$ cat src/rtl/scan_host_pkg.sv
// scan_host_pkg: shared state type, counter sizing helper and default chain lengths
// for the scan harness host driver.
package scan_host_pkg;

    localparam int DEFAULT_DIN_N  = 256;
    localparam int DEFAULT_DOUT_N = 256;

    typedef enum logic [1:0] {
        IDLE,
        SHIFT,
        STROBE,
        UNLOAD
    } state_t;

    // Wide enough to count a full phase of the longer chain without wrapping.
    function automatic int cnt_width(input int din_n, input int dout_n);
        int longest;
        longest = (din_n > dout_n) ? din_n : dout_n;
        return $clog2(longest + 1);
    endfunction

endpackage

$ cat src/rtl/scan_shreg.sv
// scan_shreg: shift register with parallel load, serial in (LSB side),
// serial out (MSB) and parallel out. Load takes priority over shift.
module scan_shreg #(
    parameter int W = 8
) (
    input  logic         clk,
    input  logic         rst_n,
    input  logic         load,
    input  logic [W-1:0] load_val,
    input  logic         shift_en,
    input  logic         ser_in,
    output logic         ser_out,
    output logic [W-1:0] par_out
);

    logic [W-1:0] q;

    always_ff @(posedge clk or negedge rst_n) begin
        if (!rst_n) begin
            q <= '0;
        end else if (load) begin
            q <= load_val;
        end else if (shift_en) begin
            q <= {q[W-2:0], ser_in};
        end
    end

    assign ser_out = q[W-1];
    assign par_out = q;

endmodule

$ cat src/rtl/scan_host.sv
// scan_host: serialises a stimulus vector into the scan harness, strobes it, and unloads
// the harness response. Optional loopback check enabled by SCAN_HOST_LOOPBACK_CHECK_EN.
module scan_host
    import scan_host_pkg::*;
#(
    parameter int DIN_N  = DEFAULT_DIN_N,
    parameter int DOUT_N = DEFAULT_DOUT_N
) (
    input  logic              clk,
    input  logic              rst_n,
    input  logic              start,
    input  logic [DIN_N-1:0]  tx_data,
    output logic              busy,
    output logic              done,
    output logic [DOUT_N-1:0] rx_data,
    output logic              mismatch,
    output logic              di,
    output logic              stb,
    input  logic              dut_do
);

    localparam int CW = cnt_width(DIN_N, DOUT_N);
    localparam logic [CW-1:0] SHIFT_LAST  = CW'(DIN_N - 1);
    localparam logic [CW-1:0] UNLOAD_LAST = CW'(DOUT_N - 1);

    state_t            state;
    state_t            state_nx;
    logic [CW-1:0]     cnt;
    logic              accept;
    logic              tx_shift;
    logic              rx_shift;
    logic              cnt_clr;
    logic              finish;
    logic              rx_ser;
    logic [DIN_N-1:0]  tx_par;
    logic [DOUT_N-1:0] rx_par;
    logic [DOUT_N-1:0] rx_next;
    logic              unused_bits;

    // Zeros are shifted in behind the stimulus, so di falls to 0 on its own once the vector is out.
    scan_shreg #(.W(DIN_N)) u_tx (
        .clk      (clk),
        .rst_n    (rst_n),
        .load     (accept),
        .load_val (tx_data),
        .shift_en (tx_shift),
        .ser_in   (1'b0),
        .ser_out  (di),
        .par_out  (tx_par)
    );

    scan_shreg #(.W(DOUT_N)) u_rx (
        .clk      (clk),
        .rst_n    (rst_n),
        .load     (1'b0),
        .load_val ('0),
        .shift_en (rx_shift),
        .ser_in   (dut_do),
        .ser_out  (rx_ser),
        .par_out  (rx_par)
    );

    assign rx_next     = {rx_par[DOUT_N-2:0], dut_do};
    assign unused_bits = ^{tx_par, rx_ser, rx_par[DOUT_N-1]};

    always_ff @(posedge clk or negedge rst_n) begin
        if (!rst_n) begin
            state <= IDLE;
        end else begin
            state <= state_nx;
        end
    end

    always_comb begin
        state_nx = state;
        accept   = 1'b0;
        tx_shift = 1'b0;
        rx_shift = 1'b0;
        cnt_clr  = 1'b0;
        finish   = 1'b0;
        case (state)
            IDLE: begin
                if (start) begin
                    accept   = 1'b1;
                    cnt_clr  = 1'b1;
                    state_nx = SHIFT;
                end
            end
            SHIFT: begin
                tx_shift = 1'b1;
                if (cnt == SHIFT_LAST) begin
                    cnt_clr  = 1'b1;
                    state_nx = STROBE;
                end
            end
            STROBE: begin
                cnt_clr  = 1'b1;
                state_nx = UNLOAD;
            end
            UNLOAD: begin
                rx_shift = 1'b1;
                if (cnt == UNLOAD_LAST) begin
                    finish   = 1'b1;
                    state_nx = IDLE;
                end
            end
            default: state_nx = IDLE;
        endcase
    end

    always_ff @(posedge clk or negedge rst_n) begin
        if (!rst_n) begin
            cnt <= '0;
        end else if (cnt_clr) begin
            cnt <= '0;
        end else if (tx_shift || rx_shift) begin
            cnt <= cnt + 1'b1;
        end
    end

    // Outputs are decoded from the next state so they line up with the state they describe.
    always_ff @(posedge clk or negedge rst_n) begin
        if (!rst_n) begin
            stb     <= 1'b0;
            busy    <= 1'b0;
            done    <= 1'b0;
            rx_data <= '0;
        end else begin
            stb  <= (state_nx == STROBE);
            busy <= (state_nx != IDLE);
            done <= finish;
            if (finish) begin
                rx_data <= rx_next;
            end
        end
    end

`ifdef SCAN_HOST_LOOPBACK_CHECK_EN
    logic [DIN_N-1:0] cur_tx;
    logic [DIN_N-1:0] prev_tx;
    logic             prev_valid;
    logic             rx_differs;

    if (DIN_N == DOUT_N) begin : g_cmp
        assign rx_differs = (rx_next != prev_tx);
    end else begin : g_nocmp
        assign rx_differs = 1'b0;
    end

    // The response of this transaction belongs to the vector of the previous one.
    always_ff @(posedge clk or negedge rst_n) begin
        if (!rst_n) begin
            cur_tx     <= '0;
            prev_tx    <= '0;
            prev_valid <= 1'b0;
            mismatch   <= 1'b0;
        end else begin
            if (accept) begin
                cur_tx <= tx_data;
            end
            if (finish) begin
                mismatch   <= prev_valid && rx_differs;
                prev_tx    <= cur_tx;
                prev_valid <= 1'b1;
            end
        end
    end
`else
    assign mismatch = 1'b0;
`endif

endmodule

$ cat config.mk
export PLATFORM = sky130hd
export DESIGN_NAME = scan_host
export DESIGN_NICKNAME = d
export VERILOG_FILES = /design/src/rtl/scan_host_pkg.sv /design/src/rtl/scan_shreg.sv /design/src/rtl/scan_host.sv
export SDC_FILE = /design/constraint.sdc
export NUM_CORES = 1
export LEC_CHECK = 0
export ABC_AREA = 0
export CELL_PAD_IN_SITES_DETAIL_PLACEMENT = 0
export CELL_PAD_IN_SITES_GLOBAL_PLACEMENT = 1
export CORE_ASPECT_RATIO = 1.1
export CORE_MARGIN = 5
export CORE_UTILIZATION = 45
export DETAILED_ROUTE_END_ITERATION = 16
export PLACE_DENSITY_LB_ADDON = 0.15
export RECOVER_POWER = 100
export SYNTH_ARGS = -nofsm -noshare
export SYNTH_HDL_FRONTEND = slang
export SYNTH_SLANG_ARGS = --single-unit
$ cat constraint.sdc
create_clock -name clk -period 5 [get_ports clk]
set_input_delay 0.5 -clock clk [delete_from_list [all_inputs] [get_ports clk]]
set_output_delay 0.5 -clock clk [all_outputs]
set_load 0.02 [all_outputs]
==> summary.txt <==
Global route
  – GRT Residual Overflow: 0
  – Largest net degree at the start of global routing: 190
  – First-pass GRT wire length: 122,000 um
  – Vias in the first global route: 21,700
  – Initial antenna violation count: 13
  – Global-route usage over all layers: 20.3%

Timing
  – Setup Skew: 0.0155 ns
  – Post-route worst setup slack: 1.20 ns
  – RSZ-0062 raised after global routing: no
  – Final hold vios: 0
  – Fin crit period: 3.80 ns
  – Fin. max-slew vios: 491
  – Final Cycle Share: 76.0%
  – Setup TNS: 0 ns
  – Final Setup Violations: 0
  – Max Fclk: 263 MHz
  – Worst Tran Pin Value: 2.99 ns
  – Slew headroom: -99.2%

Layout
  – Most common cell after layout, fill and taps aside: nand2_1
  – Design area: 39,900 um^2
  – Nets: 3,524
  – Area Growth Syn to Fin: 27.0%
  – Commonest cells after routing, fill and taps aside: nand2_1, dfrtp_1, dlygate4sd3_1
  – Share of layout cells above drive strength 1: 12.5%
  – Layout fillers: 5,912

Clock network
  – H-tree depth: 3
  – Total clock sinks: 781
  – Hold_buf cts: 1
  – CTS root buffer: clkbuf_16
  – Setup bufs post-CTS: 0
  – Max clock buf depth: 3
  – CTS tree: built
  – CTS buffer count: 81
  – Post-cts gate resize count: 0
  – Worst-Skew Late Latency: 0.62 ns
  – Worst-path clk slew: 0.06 ns

Synthesis
  – Post-synthesis register bit count: 781
  – Post-synth EDFFs: 0
  – Syn Area/Cell: 11.2 um^2
  – Synth Cell Area: 31,400 um^2
  – Yosys Warn Count: 0
  – Count of cell types in the netlist: 38
  – Fraction of registers with async set/reset: 100%
  – Syn nets: 3,066
  – Post-synthesis cell count: 2,803
  – Top FF cell, synth: dfrtp_1
  – Post-synthesis sequential area ratio: 62.2%

Status
  – Failing checks: max-capacitance violations, max-slew violations
  – Status: finished with violations

Power
  – Worst vdd ir: 0.303 mV
  – Power Density: 421 nW/um^2
  – P_leak: 0.0196 uW

Place
  – Hpwl dp: 51,400 um
  – Post-DP Area: 37,300 um^2
  – Port bufs: 519
  – Pre-CTS WS: 2.13 ns
  – Placer Congestion: 0.785

Critical path
  – Crit end category: register
  – Crit Path Category: register to register
  – CP Data Required Time: 5.49 ns
  – Crit path cell chain: nand2_4 > clkbuf_2 > mux2_2
  – Worst path arrival time: 4.29 ns
  – Flop2flop setup slack: 1.20 ns
  – Slowest CP cell: clkbuf_2
  – Slowest Stage Delay on Critical Path: 1.62 ns
  – Peak fanout along the critical path: 86
  – Startpoint types: register

Drt
  – Initial detailed-routing violation count: 1,076
  – Via count: 21,000
  – Wire length per cell: 18.3 um
  – DRT antenna net count: 0
  – Routed WL: 77,700 um
  – TritonRoute pass-1 iters: 5
  – Residual DRC count: 0
  – Via density: 4.94

Min path
  – Hold WC Path Type: input pin to register

Die
  – Initial Util: 45.5%
  – Die Area: 75,200 um^2
  – Die Span X: 262 um
  – Rows: 101
  – Die Height: 287 um
  – CORE AREA: 69,100 um^2
  – I/O pin total: 521

Run
  – Max_cap viols: 4
==> routing by layer <==
| layer | GRT usage [%] | vias to the layer above | wire length [um] |
|---|---|---|---|
| li1 | - | 10200 | - |
| met4 | 6.72 | 16 | 2170 |
| met5 | 0 | - | 118 |
| met3 | 5.42 | 129 | 4850 |
| met1 | 27.4 | 10300 | 34100 |
| met2 | 32.3 | 419 | 36500 |
==> synthesized netlist by cell type, types with 2 or more instances <==
library cell,number,share of area [%]
nand3_1,7,0.11
dfrtp_1,781,62
and4_1,2,0.056
inv_1,2,0.024
o211ai_1,3,0.072
buf_4,5,0.12
ha_1,3,0.12
o2111ai_1,2,0.056
mux2i_1,256,8.2
a31oi_1,4,0.080
buf_6,27,0.97
buf_2,68,1.1
nand2_1,1031,12
and3_1,2,0.040
o21ai_0,17,0.27
clkbuf_1,73,0.87
mux2_2,255,9.1
buf_1,2,0.024
nand3b_1,2,0.048
o21ai_1,239,3.8
a22o_1,2,0.056
a21oi_1,2,0.032
nor2_1,2,0.024
or2_2,2,0.040
==> kinds of logic (layout without fill, tap and decap cells) <==
group | after synthesis | in the layout | synth area share [%]
adder cells (fa/ha/maj) | 3 | 3 | 0.119
XOR/XNOR | 2 | 2 | 0.0557
AO/OA/AOI/OAI | 273 | 273 | 4.49
multiplexers | 511 | 511 | 17.3
flip-flops | 781 | 781 | 62.2
buffers and inverters | 178 | 698 | 3.10
AND/OR/NAND/NOR | 1054 | 1054 | 12.8
other | 1 | 6 | 0.0119
==> worst max-delay path: cells and delay by family (launching register included) <==
family,cells,cell delay [ns]
buf+inv,1,1.62
mux,1,0.46
flops,1,0.66
simple gates,1,0.76
==> state kept, by name, indices dropped and copies added (netlist names) <==
signal / count
busy: 1
cnt: 9
done: 1
rx_data: 256
state: 2
stb: 1
u_rx.par_out: 255
u_tx.par_out: 256
==> cell type report <==
type                       instances  area, um^2  area share, %
clock buffer                     116        2340           5.86
sequential                       781       19500           49.0
clock inverter                    29         378          0.946
tap                              927        1160           2.91
timing repair buffer             550        5550           13.9
inverter                           3        18.8         0.0470
antenna                            5        12.5         0.0313
multi-input combinational       1844       10900           27.4
==> worst paths after layout <==
check / depth (start not counted) / from / endpoint
min in group asynchronous: 2 / rst_n / u_tx.par_out[202]$_DFFE_PN0P_
max in group asynchronous: 3 / rst_n / u_tx.par_out[168]$_DFFE_PN0P_
setup / recovery: 3 / state[0]$_DFF_PN0_ / u_rx.par_out[20]$_DFFE_PN0P_
setup reg to reg: 3 / state[0]$_DFF_PN0_ / u_rx.par_out[20]$_DFFE_PN0P_
hold / removal: 3 / dut_do / rx_data[0]$_DFFE_PN0P_
hold reg to reg: 2 / rx_data[131]$_DFFE_PN0P_ / rx_data[131]$_DFFE_PN0P_
==> metrics by stage <==
stage          std cells  power (uW)  hold WS (ns)  util [%]
3_5_place_dp        4104       11000         0.461      53.9
4_1_cts             4250       17200         0.416      57.9
3_3_place_gp        4104       10900         0.459      53.9
2_1_floorplan       2803       10100         0.204         -
6_report            4255       16800         0.457      57.8
5_1_grt             4253       17800         0.447      57.7
==> report_power, final <==
part | switching (uW) | total (uW) | internal [uW]
Combinational | 1580 | 2800 | 1220
Sequential | 546 | 7880 | 7330
Clock | 2490 | 6120 | 3630
Total | 4610 | 16800 | 12200
Power figures use the tool's default switching activity.
